$ cat config.mk
export PLATFORM = sky130hd
export DESIGN_NAME = traffic_controller
export DESIGN_NICKNAME = d
export VERILOG_FILES = /design/src/rtl/traffic_pkg.sv /design/src/rtl/rr_next_dir.sv /design/src/rtl/traffic_controller.sv
export SDC_FILE = /design/constraint.sdc
export NUM_CORES = 1
export LEC_CHECK = 0
export CAP_MARGIN = 20
export CORE_UTILIZATION = 54
export DETAILED_ROUTE_END_ITERATION = 6
export GPL_TIMING_DRIVEN = 0
export PLACE_DENSITY = 0.83
export SYNTH_ARGS = -nofsm -noshare
export SYNTH_HDL_FRONTEND = slang
export SYNTH_SLANG_ARGS = --single-unit
export TNS_END_PERCENT = 20
$ cat constraint.sdc
create_clock -name clock -period 5.6 [get_ports clock]
set_input_delay 0.84 -clock clock [delete_from_list [all_inputs] [get_ports clock]]
set_output_delay 0.84 -clock clock [all_outputs]
set_load 0.01 [all_outputs]
$ cat src/rtl/traffic_pkg.sv
`default_nettype none
// ============================================================================
//  Module      : traffic_pkg
//  Description : Shared phase encoding and lamp-encoding constants for the
//                intersection controllers (multi-direction, single-light and
//                pedestrian blocks).
//  Revision    : 1.0 - initial release
// ============================================================================
package traffic_pkg;

   // Controller phases
   typedef enum logic [1:0] {
      ST_ALL_RED = 2'd0,
      ST_GREEN   = 2'd1,
      ST_YELLOW  = 2'd2,
      ST_FLASH   = 2'd3
   } state_t;

   // Per-direction lamp word, ordered {green, yellow, red}
   typedef logic [2:0] lamp_t;

   localparam lamp_t c_lamp_off    = 3'b000;
   localparam lamp_t c_lamp_red    = 3'b001;
   localparam lamp_t c_lamp_yellow = 3'b010;
   localparam lamp_t c_lamp_green  = 3'b100;

endpackage : traffic_pkg
`default_nettype wire

$ cat src/rtl/rr_next_dir.sv
`default_nettype none
// ============================================================================
//  Module      : rr_next_dir
//  Description : Combinational round-robin search for the next direction to
//                receive green. Scans demand starting at active_dir+1 and
//                wrapping (active_dir itself is examined last); falls back to
//                active_dir+1 when nothing is pending or skipping is disabled.
//  Revision    : 1.0 - initial release
// ============================================================================
module rr_next_dir #(
   parameter int  NUM_DIRS   = 2,
   parameter int  SKIP_EMPTY = 1,
   localparam int c_dir_w    = $clog2(NUM_DIRS)
) (
   input  logic [c_dir_w-1:0]  i_active_dir,
   input  logic [NUM_DIRS-1:0] i_demand,
   output logic [c_dir_w-1:0]  o_next_dir
);

   logic [c_dir_w-1:0] w_fallback;

   // Plain rotation: active_dir+1 modulo NUM_DIRS (NUM_DIRS need not be 2^n)
   assign w_fallback = (i_active_dir == c_dir_w'(NUM_DIRS - 1)) ? '0
                                                              : i_active_dir + c_dir_w'(1);

   generate
      if (SKIP_EMPTY != 0) begin : g_skip
         logic [c_dir_w:0]   w_idx;
         logic [c_dir_w-1:0] w_pick;

         // Scan farthest-to-nearest so the nearest pending direction wins last
         always_comb begin
            w_pick = w_fallback;
            w_idx  = '0;
            for (int k = NUM_DIRS; k >= 1; k--) begin
               w_idx = {1'b0, i_active_dir} + (c_dir_w + 1)'(k);
               if (w_idx >= (c_dir_w + 1)'(NUM_DIRS)) begin
                  w_idx = w_idx - (c_dir_w + 1)'(NUM_DIRS);
               end
               if (i_demand[w_idx[c_dir_w-1:0]]) begin
                  w_pick = w_idx[c_dir_w-1:0];
               end
            end
         end

         assign o_next_dir = w_pick;
      end else begin : g_fixed
         logic w_unused_demand;
         assign w_unused_demand = ^i_demand;
         assign o_next_dir      = w_fallback;
      end
   endgenerate

endmodule : rr_next_dir
`default_nettype wire

$ cat src/rtl/traffic_controller.sv
`default_nettype none
// ============================================================================
//  Module      : traffic_controller
//  Description : Multi-direction intersection controller. Sequences NUM_DIRS
//                directions through green, yellow and all-red phases with
//                its own tick-driven countdown, sticky per-direction demand,
//                optional round-robin skipping and a flashing-yellow
//                maintenance mode entered only at the end of all-red.
//  Revision    : 1.0 - initial release
// ============================================================================
module traffic_controller
   import traffic_pkg::*;
#(
   parameter int  NUM_DIRS     = 2,
   parameter int  TIMER_WIDTH  = 7,
   parameter int  GREEN_TIME   = 30,
   parameter int  YELLOW_TIME  = 4,
   parameter int  ALL_RED_TIME = 2,
   parameter int  SKIP_EMPTY   = 1,
   localparam int c_dir_w      = $clog2(NUM_DIRS)
) (
   input  logic                   clock,
   input  logic                   reset_n,
   input  logic                   tick,
   input  logic [NUM_DIRS-1:0]    request,
   input  logic                   flash,
   output logic [NUM_DIRS-1:0]    green_lights,
   output logic [NUM_DIRS-1:0]    yellow_lights,
   output logic [NUM_DIRS-1:0]    red_lights,
   output logic [c_dir_w-1:0]     active_dir,
   output logic [TIMER_WIDTH-1:0] phase_timer
);

   localparam logic [TIMER_WIDTH-1:0] c_green_load   = TIMER_WIDTH'(GREEN_TIME - 1);
   localparam logic [TIMER_WIDTH-1:0] c_yellow_load  = TIMER_WIDTH'(YELLOW_TIME - 1);
   localparam logic [TIMER_WIDTH-1:0] c_all_red_load = TIMER_WIDTH'(ALL_RED_TIME - 1);

   // Reject configurations the countdown cannot represent
   generate
      if (NUM_DIRS < 2 || NUM_DIRS > 8) begin : g_bad_dirs
         $error("traffic_controller: NUM_DIRS must be 2..8");
      end
      if (GREEN_TIME < 1 || YELLOW_TIME < 1 || ALL_RED_TIME < 1) begin : g_bad_time
         $error("traffic_controller: phase lengths must be >= 1");
      end
      if ((GREEN_TIME - 1) >= (1 << TIMER_WIDTH) ||
          (YELLOW_TIME - 1) >= (1 << TIMER_WIDTH) ||
          (ALL_RED_TIME - 1) >= (1 << TIMER_WIDTH)) begin : g_bad_width
         $error("traffic_controller: a phase length does not fit TIMER_WIDTH");
      end
   endgenerate

   state_t                   r_state,      w_state_nxt;
   logic [TIMER_WIDTH-1:0]   r_timer,      w_timer_nxt;
   logic [c_dir_w-1:0]       r_active_dir, w_dir_nxt;
   logic [NUM_DIRS-1:0]      r_demand,     w_demand_nxt;
   logic                     r_flash_on,   w_flash_on_nxt;
   logic                     w_enter_green;
   logic [c_dir_w-1:0]       w_rr_dir;
   lamp_t                    w_lamp;

   rr_next_dir #(
      .NUM_DIRS   (NUM_DIRS),
      .SKIP_EMPTY (SKIP_EMPTY)
   ) u_rr_next_dir (
      .i_active_dir (r_active_dir),
      .i_demand     (r_demand),
      .o_next_dir   (w_rr_dir)
   );

   // State, countdown, active direction, demand and flash phase registers
   always_ff @(posedge clock or negedge reset_n) begin
      if (!reset_n) begin
         r_state      <= ST_ALL_RED;
         r_timer      <= c_all_red_load;
         r_active_dir <= c_dir_w'(NUM_DIRS - 1);
         r_demand     <= '0;
         r_flash_on   <= 1'b0;
      end else begin
         r_state      <= w_state_nxt;
         r_timer      <= w_timer_nxt;
         r_active_dir <= w_dir_nxt;
         r_demand     <= w_demand_nxt;
         r_flash_on   <= w_flash_on_nxt;
      end
   end

   // Phase sequencing on ticks, plus demand latching (clear beats set)
   always_comb begin
      w_state_nxt    = r_state;
      w_timer_nxt    = r_timer;
      w_dir_nxt      = r_active_dir;
      w_flash_on_nxt = r_flash_on;
      w_enter_green  = 1'b0;

      if (tick) begin
         case (r_state)
            ST_GREEN: begin
               if (r_timer != '0) begin
                  w_timer_nxt = r_timer - TIMER_WIDTH'(1);
               end else begin
                  w_state_nxt = ST_YELLOW;
                  w_timer_nxt = c_yellow_load;
               end
            end
            ST_YELLOW: begin
               if (r_timer != '0) begin
                  w_timer_nxt = r_timer - TIMER_WIDTH'(1);
               end else begin
                  w_state_nxt = ST_ALL_RED;
                  w_timer_nxt = c_all_red_load;
               end
            end
            ST_ALL_RED: begin
               if (r_timer != '0) begin
                  w_timer_nxt = r_timer - TIMER_WIDTH'(1);
               end else if (flash) begin
                  w_state_nxt    = ST_FLASH;
                  w_timer_nxt    = '0;
                  w_flash_on_nxt = 1'b1;
               end else begin
                  w_state_nxt   = ST_GREEN;
                  w_timer_nxt   = c_green_load;
                  w_dir_nxt     = w_rr_dir;
                  w_enter_green = 1'b1;
               end
            end
            default: begin
               // Flash mode: timer parked at zero, lamps blink once per tick
               if (flash) begin
                  w_flash_on_nxt = ~r_flash_on;
               end else begin
                  w_state_nxt    = ST_ALL_RED;
                  w_timer_nxt    = c_all_red_load;
                  w_flash_on_nxt = 1'b0;
               end
            end
         endcase
      end

      // A direction already holding green does not re-queue itself
      w_demand_nxt = r_demand | request;
      if (r_state == ST_GREEN) begin
         w_demand_nxt[r_active_dir] = 1'b0;
      end
      if (w_enter_green) begin
         w_demand_nxt[w_rr_dir] = 1'b0;
      end
   end

   // Lamp decode purely from registered state
   always_comb begin
      green_lights  = '0;
      yellow_lights = '0;
      red_lights    = '0;
      w_lamp        = c_lamp_red;
      for (int d = 0; d < NUM_DIRS; d++) begin
         w_lamp = c_lamp_red;
         case (r_state)
            ST_GREEN:  if (r_active_dir == c_dir_w'(d)) w_lamp = c_lamp_green;
            ST_YELLOW: if (r_active_dir == c_dir_w'(d)) w_lamp = c_lamp_yellow;
            ST_FLASH:  w_lamp = r_flash_on ? c_lamp_yellow : c_lamp_off;
            default:   w_lamp = c_lamp_red;
         endcase
         {green_lights[d], yellow_lights[d], red_lights[d]} = w_lamp;
      end
   end

   assign active_dir  = r_active_dir;
   assign phase_timer = r_timer;

endmodule : traffic_controller
`default_nettype wire

==> run_results.csv, run 1 <==
group,metric,value,unit
status,status,"finished, final reports clean",
clock_tree,clk_latency,290,ps
placement,dp_slack,2980,ps
routing,final_antenna_net_count,0,
yosys,avgSynthCellArea,8.91,µm²
sta,finalCriticalPeriod,2930,ps
worst_setup_path,regToRegSetupSlack,3550,ps
routing,wl_per_cell,15.7,µm
clock_tree,clockBufferDepth,2,
global_route,grt_pass1_wl,3.99,mm
worst_setup_path,path_class,"reg -> out",
worst_setup_path,start_kind,"register",
worst_setup_path,path_cells,"inv_1 -> ha_1 -> buf_2 -> o21bai_1 -> clkdlybuf4s50_1",
sta,slew_viol_final,0,
worst_setup_path,required,4760,ps
yosys,synth_top_area_cell,"dfrtp_1",
routing,drcViolationCount,0,
worst_setup_path,end_kind,"primary output",
floorplan,die_w,45.4,µm
sta,fin_skew,7.05,ps
floorplan,std_cell_rows,15,
sta,timing.slew.headroom,53.1,%
clock_tree,cts-buffers-inserted,3,
floorplan,initial_core_util,58.2,%
yosys,seq_area_frac_synth,32.3,%
routing,drtPass1Iterations,4,
floorplan,core,1750,µm²
clock_tree,clkSinkCount,13,
cells_and_area,antenna_cells,0,
clock_tree,postCtsHoldBufs,0,
cells_and_area,nFillCells,141,
cells_and_area,multi_input_area,643,µm²
yosys,synth.distinct_cells,44,
clock_tree,clock-root-buffer,"clkbuf_4",
routing,wirelength,2.54,mm
yosys,ys_ff_latch,13,
global_route,grt_overflow,0,
sta,setup_viol,0,
sta,tightest_slew,696,ps
routing,drt-initial-drc-count,56,
hold_path,min_path_type,"reg -> reg",
cells_and_area,layout.nets,150,
placement,gp_congestion,0.874,
clock_tree,cts_tree,"yes",
sta,worst_slack,2670,ps
placement,dp_hpwl,1.81,mm
sta,tns,0,ps
yosys,synth_top_area_share,27.1,%
worst_setup_path,reg2reg_to,"phase_timer[0]",
hold_path,holdCritStartpoint,"r_flash_on",
global_route,track_usage,26.7,%
cells_and_area,areaGrowthSynthToFinish,24.5,%
yosys,synth_edf_count,0,
job,cap_violations,0,
worst_setup_path,cp_slowest_cell,"clkdlybuf4s50_1",
global_route,grt_max_degree,14,
worst_setup_path,arrival,2090,ps
yosys,ys_top_cells_by_area,"dfrtp_1 (27%), ha_1 (7.4%), dfstp_2 (5.2%), nor3_1 (3.9%), nand2b_1 (3.7%)",
yosys,synth_most_common_cell,"dfrtp_1",
floorplan,die_area,2060,µm²
routing,vias,1024,
pwr,vdd_drop_max,0.000431,V
floorplan,chipHeight,45.4,µm
yosys,ys.flop_type,"dfrtp_1",
worst_setup_path,r2r_start,"r_state[0]",
pwr,leakage,0.522,nW
yosys,synthCells,114,
cells_and_area,register_area,328,µm²
global_route,grt_pass1_vias,883,
yosys,syn_nets,126,
clock_tree,ctsResizeCount,0,
clock_tree,clk_pin_slew_worst_paths,100,ps
sta,period_share,52.4,%
clock_tree,htree_levels,1,
yosys,synth_top_cells_by_count,"dfrtp_1 (11), nor3_1 (8)",
placement,port_buffers,19,
yosys,syn_area,1020,µm²
clock_tree,cts_setup_buffers,0,
yosys,yosysWarnings,0,
cells_and_area,drive_above_1_share,15.3,%
routing,via_per_inst,6.32,
worst_setup_path,reg2reg_depth,6,
sta,grt_setup_unrepaired,"no",
sta,max_freq,0.341,GHz
yosys,synth_async_sr_flop_share,100,%
floorplan,boundaryPins,20,
worst_setup_path,cpPeakStageDelay,540,ps
sta,hold_viol,0,
worst_setup_path,cp_max_fo,10,
global_route,antenna_found_initial,0,
pwr,power_density,637,nW/µm²
hold_path,hold_path_end,"r_flash_on",
hold_path,holdPathStages,1,
[cell type report]
class | count | area share, %
Tap cell | 25 | 2.47
Clock buffer | 3 | 1.78
Buffer | 4 | 1.48
Inverter | 7 | 2.08
Multi-Input combinational cell | 90 | 50.8
Timing Repair Buffer | 19 | 15.0
Sequential cell | 13 | 25.9
Clock inverter | 1 | 0.396
[where the power goes]
part           internal (W)  switching, W
clock network     0.0000265     0.0000379
registers          0.000140     0.0000489
logic              0.000254      0.000298
total              0.000420      0.000385
[flip-flops by register name, summed over array words and instances (netlist names)]
| signal | flops |
|---|---|
| phase_timer | 7 |
| r_demand | 2 |
| r_state | 2 |
| active_dir | 1 |
| r_flash_on | 1 |
[routing by layer]
| layer | vias up | part of all wire (%) | GRT usage [%] |
|---|---|---|---|
| met5 | - | 0 | 0 |
| li1 | 473 | - | - |
| met3 | 4 | 7.7 | 4.37 |
| met4 | 0 | 0.95 | 6.06 |
| met1 | 494 | 43 | 36.1 |
| met2 | 53 | 48 | 44.6 |
[kinds of logic (layout without fill, tap and decap cells)]
group	after synthesis	in the layout	share of synthesized area, %
buf+inv	11	34	4.43
fa+ha+maj	6	6	7.39
flops	13	13	32.3
compound gates	37	37	26.6
simple gates	45	45	27.3
mux	2	2	1.97
[cells in the final DEF (no fill, tap or decap), drive strengths merged, types with 2 or more instances in the layout]
cell	synthesis	layout
clkdlybuf4s50	0	19
nand2	6	6
buf	3	3
or2	2	2
a31oi	3	3
nor2	9	9
nor2b	2	2
o21ai	11	11
a21oi	7	7
inv	7	7
nand2b	6	6
mux2i	2	2
a2111oi	2	2
dfstp	2	2
o22ai	2	2
o31ai	2	2
nor3	9	9
ha	6	6
dfrtp	11	11
nand4	3	3
clkbuf	1	4
[worst max path at each step]
stage | slack (ps) | cells after the start | to | start
floorplan | 3620 | 4 | red_lights[1] | r_state[0]
global placement | 2990 | 5 | phase_timer[0] | flash
detailed placement | 2980 | 5 | phase_timer[3] | flash
CTS | 2670 | 5 | red_lights[1] | r_state[0]
global route | 2520 | 5 | red_lights[1] | r_state[0]
finish | 2670 | 5 | red_lights[1] | r_state[0]
[worst max-delay path, delay by kind of cell (launching register included)]
family                     cells  cell delay [ps]
adders and majority gates      1              320
DFF                            1              410
buffers and inverters          3              930
AOI/OAI and AO/OA              1              130
[through the flow]
step | hold slack [ps] | utilization (%) | instance area, µm² | instances | total power [W]
global placement | 465 | 70.9 | 1240 | 158 | 0.000718
floorplan | 438 | - | 1020 | 114 | 0.000554
finish | 494 | 72.5 | 1260 | 162 | 0.000805
global route | 516 | 72.5 | 1260 | 162 | 0.000867
CTS | 497 | 72.5 | 1260 | 162 | 0.000802
detailed placement | 482 | 70.9 | 1240 | 158 | 0.000733
Power figures use the tool's default switching activity.
==> inputs of run 2 (changes only) <==
- CORE_UTILIZATION: 54 -> 46
- PLACE_DENSITY: 0.83 -> 0.75
- clock period: 5.6 -> 2.6 ns (I/O delays scaled with it)
==> run 2 against run 1 <==
  * First-iteration DRC count is 39% lower
  * Sequential share of layout area shrank 0.10 points
  * Cell area increased by 0.40%
  * Largest cell class unchanged
  * Highest routed layer unchanged
==> run_results.csv, run 2 (synthesis gave the netlist of run 1 again) <==
group,metric,value,unit
sta,worst_slack,190,ps
routing,drcViolationCount,0,
floorplan,chipHeight,49.0,µm
cells_and_area,drive_above_1_share,16.1,%
global_route,grt_pass1_vias,859,
clock_tree,cts-buffers-inserted,3,
clock_tree,cts_tree,"yes",
sta,hold_viol,0,
cells_and_area,antenna_cells,0,
pwr,leakage,0.521,nW
cells_and_area,finalNonFillerCells,164,
placement,gp_congestion,0.841,
clock_tree,clk_pin_slew_worst_paths,90,ps
routing,vias,971,
placement,dp_slack,421,ps
clock_tree,clkSinkCount,13,
sta,max_freq,0.415,GHz
worst_setup_path,arrival,2020,ps
status,status,"finished, final reports clean",
sta,slew_viol_final,0,
floorplan,initial_core_util,50.2,%
placement,dp_hpwl,1.74,mm
placement,place_inst,160,
worst_setup_path,start_kind,"register",
floorplan,std_cell_rows,16,
clock_tree,clock-root-buffer,"clkbuf_4",
worst_setup_path,cp_max_fo,10,
cells_and_area,areaGrowthSynthToFinish,25.0,%
cells_and_area,largest_reg_flops,7,
pwr,switching_share,47.3,%
routing,wirelength,2.39,mm
sta,grt_setup_unrepaired,"no",
global_route,grt_overflow,0,
floorplan,die_area,2400,µm²
sta,setup_viol,0,
global_route,grt_max_degree,14,
pwr,clkPwrFrac,7.6,%
clock_tree,clockBufferDepth,2,
job,cap_violations,0,
sta,finalCriticalPeriod,2410,ps
worst_setup_path,required,2210,ps
sta,timing.slew.headroom,56.4,%
worst_setup_path,end_kind,"primary output",
floorplan,core,2020,µm²
global_route,antenna_found_initial,0,
global_route,track_usage,21.4,%
sta,tightest_slew,646,ps
hold_path,min_path_type,"in -> async",
sta,fin_skew,5.80,ps
floorplan,die_w,49.0,µm
clock_tree,cts_setup_buffers,0,
sta,tns,0,ps
routing,drtPass1Iterations,4,
worst_setup_path,path_class,"reg -> out",
cells_and_area,layout_common_cells,"clkdlybuf4s50_1 (19), dfrtp_1 (11), nor3_1 (8)",
routing,via_per_inst,5.92,
routing,wl_per_cell,14.6,µm
clock_tree,htree_levels,1,
placement,port_buffers,19,
pwr,total_power,0.00172,W
pwr,p_seq_share,23.5,%
sta,period_share,92.7,%
cells_and_area,layout_commonest_cell,"clkdlybuf4s50_1",
pwr,p_switching,0.000815,W
routing,final_antenna_net_count,0,
pwr,vdd_drop_max,0.000649,V
floorplan,boundaryPins,20,
pwr,intPower,0.000908,W
pwr,comb_power_share,68.9,%
routing,drt-initial-drc-count,34,
cells_and_area,layout.nets,150,
pwr,power_density,1360,nW/µm²
global_route,grt_pass1_wl,4.04,mm
clock_tree,clk_latency,280,ps
## run 2: cell counts in the layout (fill, tap and decap cells not counted)
No cell type changed its count.
## run 2: power groups by stage
stage / Clock (W) / Sequential, W / Combinational (W)
floorplan: 0 / 0.000411 / 0.000783
global placement: 0 / 0.000401 / 0.00115
detailed placement: 0 / 0.000407 / 0.00117
CTS: 0.000134 / 0.000403 / 0.00118
global route: 0.000145 / 0.000419 / 0.00130
finish: 0.000130 / 0.000405 / 0.00119
## run 2: metal layers
layer / track usage (%) / up-vias / routed length [µm] / part of all wire (%)
met4: 4.41 / 0 / 19 / 0.80
met3: 3.12 / 2 / 111 / 4.6
met1: 31.0 / 477 / 1150 / 48
met2: 33.8 / 23 / 1110 / 47
met5: 0 / - / 0 / 0
li1: - / 469 / - / -
## run 2: final timing paths
kind,cells past startpoint,startpoint,slack (ps),end
min in group clock,1,r_flash_on,480,r_flash_on
max in group asynchronous,1,reset_n,1720,r_state[1]
hold reg to reg,1,r_flash_on,480,r_flash_on
setup / recovery,5,r_state[0],190,red_lights[1]
setup reg to reg,7,r_state[0],580,phase_timer[5]
hold / removal,1,reset_n,480,phase_timer[4]
## run 2: cell type report
class / count / area (µm²)
clock inverter: 1 / 5.00
timing repair buffer: 19 / 190
inverter: 7 / 26.3
sequential: 13 / 328
tap: 27 / 33.8
buffer: 4 / 18.8
multi-input combinational: 90 / 646
fill: 165 / 752
clock buffer: 3 / 22.5
## run 2: critical path: stages (launching register included)
cell             delay [ps]
dfrtp_1                 420
inv_1                   140
ha_2                    280
buf_2                   220
o21bai_1                130
clkdlybuf4s50_1         550
## run 2: metrics by stage
stage / utilization, % / hold WS, ps / cell area [µm²]
after floorplan: - / 94.4 / 1020
after global placement: 61.3 / 464 / 1240
final: 62.8 / 478 / 1270
after global routing: 62.8 / 504 / 1270
after CTS: 62.7 / 476 / 1270
after detailed placement: 61.3 / 463 / 1240
## run 2: timing repair
action | 4_1_cts | 5_1_grt
hold buffers | 0 | 0
setup endpoints to repair | 0 | 2
gates resized for setup | 0 | 1
==> inputs of run 3 (changes only) <==
- clock period: 2.6 -> 2.2 ns (I/O delays scaled with it)
==> run 3 against run 2 <==
  * Count of clock-buffer cells in the layout unchanged
  * Worst setup slack worse by 0.96 ps
  * Via count decreased by 1.5%
  * Die area did not move
  * Critical path type is now reg -> reg
  * Combinational power increased by 15%
  * Sequential cell count stayed put
  * Largest power group unchanged
  * Non-clock buffer count shrank 1
  * Utilization up 0.50 points
==> run_results.csv, run 3 (synthesis gave the netlist of run 1 again) <==
group,metric,value,unit
routing,final_antenna_net_count,0,
sta,fin_skew,8.12,ps
global_route,track_usage,21.8,%
pwr,total_power,0.00202,W
cells_and_area,areaGrowthSynthToFinish,26.0,%
pwr,leakage,0.562,nW
cells_and_area,drive_above_1_share,17.6,%
worst_setup_path,start_kind,"register",
routing,drtPass1Iterations,4,
worst_setup_path,required,2380,ps
clock_tree,clk_pin_slew_worst_paths,90,ps
global_route,grt_pass1_wl,4.10,mm
sta,slew_viol_final,0,
sta,grt_setup_unrepaired,"no",
global_route,grt_max_degree,15,
worst_setup_path,cp_max_fo,8,
sta,whs,420,ps
sta,tns,0,ps
worst_setup_path,regToRegSetupSlack,190,ps
sta,setup_viol,0,
routing,drt-initial-drc-count,24,
global_route,grt_overflow,0,
cells_and_area,layout_commonest_cell,"clkdlybuf4s50_1",
worst_setup_path,arrival,2190,ps
worst_setup_path,path_class,"reg -> reg",
cells_and_area,layout_common_cells,"clkdlybuf4s50_1 (13), dfrtp_1 (11), nor3_1 (8)",
cells_and_area,largest_reg_flops,7,
routing,vias,956,
floorplan,initial_core_util,50.2,%
pwr,vdd_drop_max,0.000780,V
routing,drcViolationCount,0,
routing,wirelength,2.38,mm
floorplan,die_area,2400,µm²
worst_setup_path,end_kind,"register",
pwr,power_density,1580,nW/µm²
worst_setup_path,reg2reg_to,"phase_timer[0]",
sta,period_share,91.4,%
hold_path,min_path_type,"in -> async",
worst_setup_path,r2r_start,"phase_timer[1]",
clock_tree,postCtsHoldBufs,0,
clock_tree,clock-root-buffer,"clkbuf_4",
cells_and_area,antenna_cells,0,
global_route,grt_pass1_vias,864,
clock_tree,clkSinkCount,13,
floorplan,boundaryPins,20,
sta,hold_viol,0,
cells_and_area,layout.nets,149,
clock_tree,htree_levels,1,
clock_tree,clockBufferDepth,2,
floorplan,die_w,49.0,µm
job,cap_violations,0,
floorplan,core,2020,µm²
placement,dp_hpwl,1.74,mm
clock_tree,cts-buffers-inserted,3,
floorplan,std_cell_rows,16,
routing,via_per_inst,5.87,
placement,port_buffers,19,
sta,timing.slew.headroom,55.6,%
placement,gp_congestion,0.841,
status,status,"finished, final reports clean",
floorplan,chipHeight,49.0,µm
sta,tightest_slew,659,ps
global_route,antenna_found_initial,0,
routing,wl_per_cell,14.6,µm
worst_setup_path,reg2reg_depth,6,
sta,max_freq,0.497,GHz
clock_tree,cts_tree,"yes",
cells_and_area,nFillCells,166,
sta,finalCriticalPeriod,2010,ps
clock_tree,clk_latency,280,ps
==> run 3: layer usage <==
| layer | GRT usage, % | vias to the layer above | routed length, µm |
|---|---|---|---|
| met5 | 0 | - | 0 |
| met4 | 4.41 | 0 | 19 |
| met3 | 3.12 | 2 | 83 |
| met2 | 35.2 | 19 | 1110 |
| met1 | 31.0 | 465 | 1170 |
| li1 | - | 470 | - |
==> run 3: worst max path at each step <==
stage                         startpoint        endpoint  slack [ps]  cells past startpoint
after floorplan           phase_timer[0]  phase_timer[5]         360                      6
after global placement             flash  phase_timer[3]         100                      5
after detailed placement      r_state[0]   red_lights[1]          80                      5
after CTS                     active_dir   red_lights[0]           3                      4
after global routing          r_state[0]  phase_timer[0]          50                      7
final                     phase_timer[1]  phase_timer[0]         190                      6
==> run 3: area by class of cell <==
class	count	area [µm²]	area share (%)
Clock inverter	1	5.00	0.391
Timing Repair Buffer	20	198	15.4
Tap cell	27	33.8	2.64
Buffer	2	18.8	1.47
Multi-Input combinational cell	90	648	50.6
Sequential cell	13	328	25.6
Inverter	7	26.3	2.05
Clock buffer	3	22.5	1.76
==> run 3: power by group <==
part	switching [W]	internal, W	total [W]	leakage, nW
logic	0.000735	0.000638	0.00137	0.387
clock network	0.0000865	0.0000675	0.000154	0.0177
registers	0.000139	0.000357	0.000497	0.157
==> run 3: stage by stage <==
stage | setup WS, ps | utilization [%] | cells | cell area (µm²)
floorplan | 359 | - | 114 | 1020
global placement | 104 | 61.3 | 160 | 1240
detailed placement | 81.1 | 61.3 | 160 | 1240
CTS | 3.12 | 62.9 | 163 | 1270
global route | 53.8 | 63.3 | 163 | 1280
finish | 189 | 63.3 | 163 | 1280
==> run 3: critical path, stage by stage, from the launching register on <==
cell	delay, ps
dfrtp_1	430
inv_1	100
ha_1	230
nor4b_4	540
nand2_4	130
a2111oi_4	360
o311ai_1	130
==> run 3: timing repair <==
action | 4_1_cts | 5_1_grt
gates resized for setup | 10 | 2
setup endpoints to repair | 6 | 2
setup buffers | 0 | 1
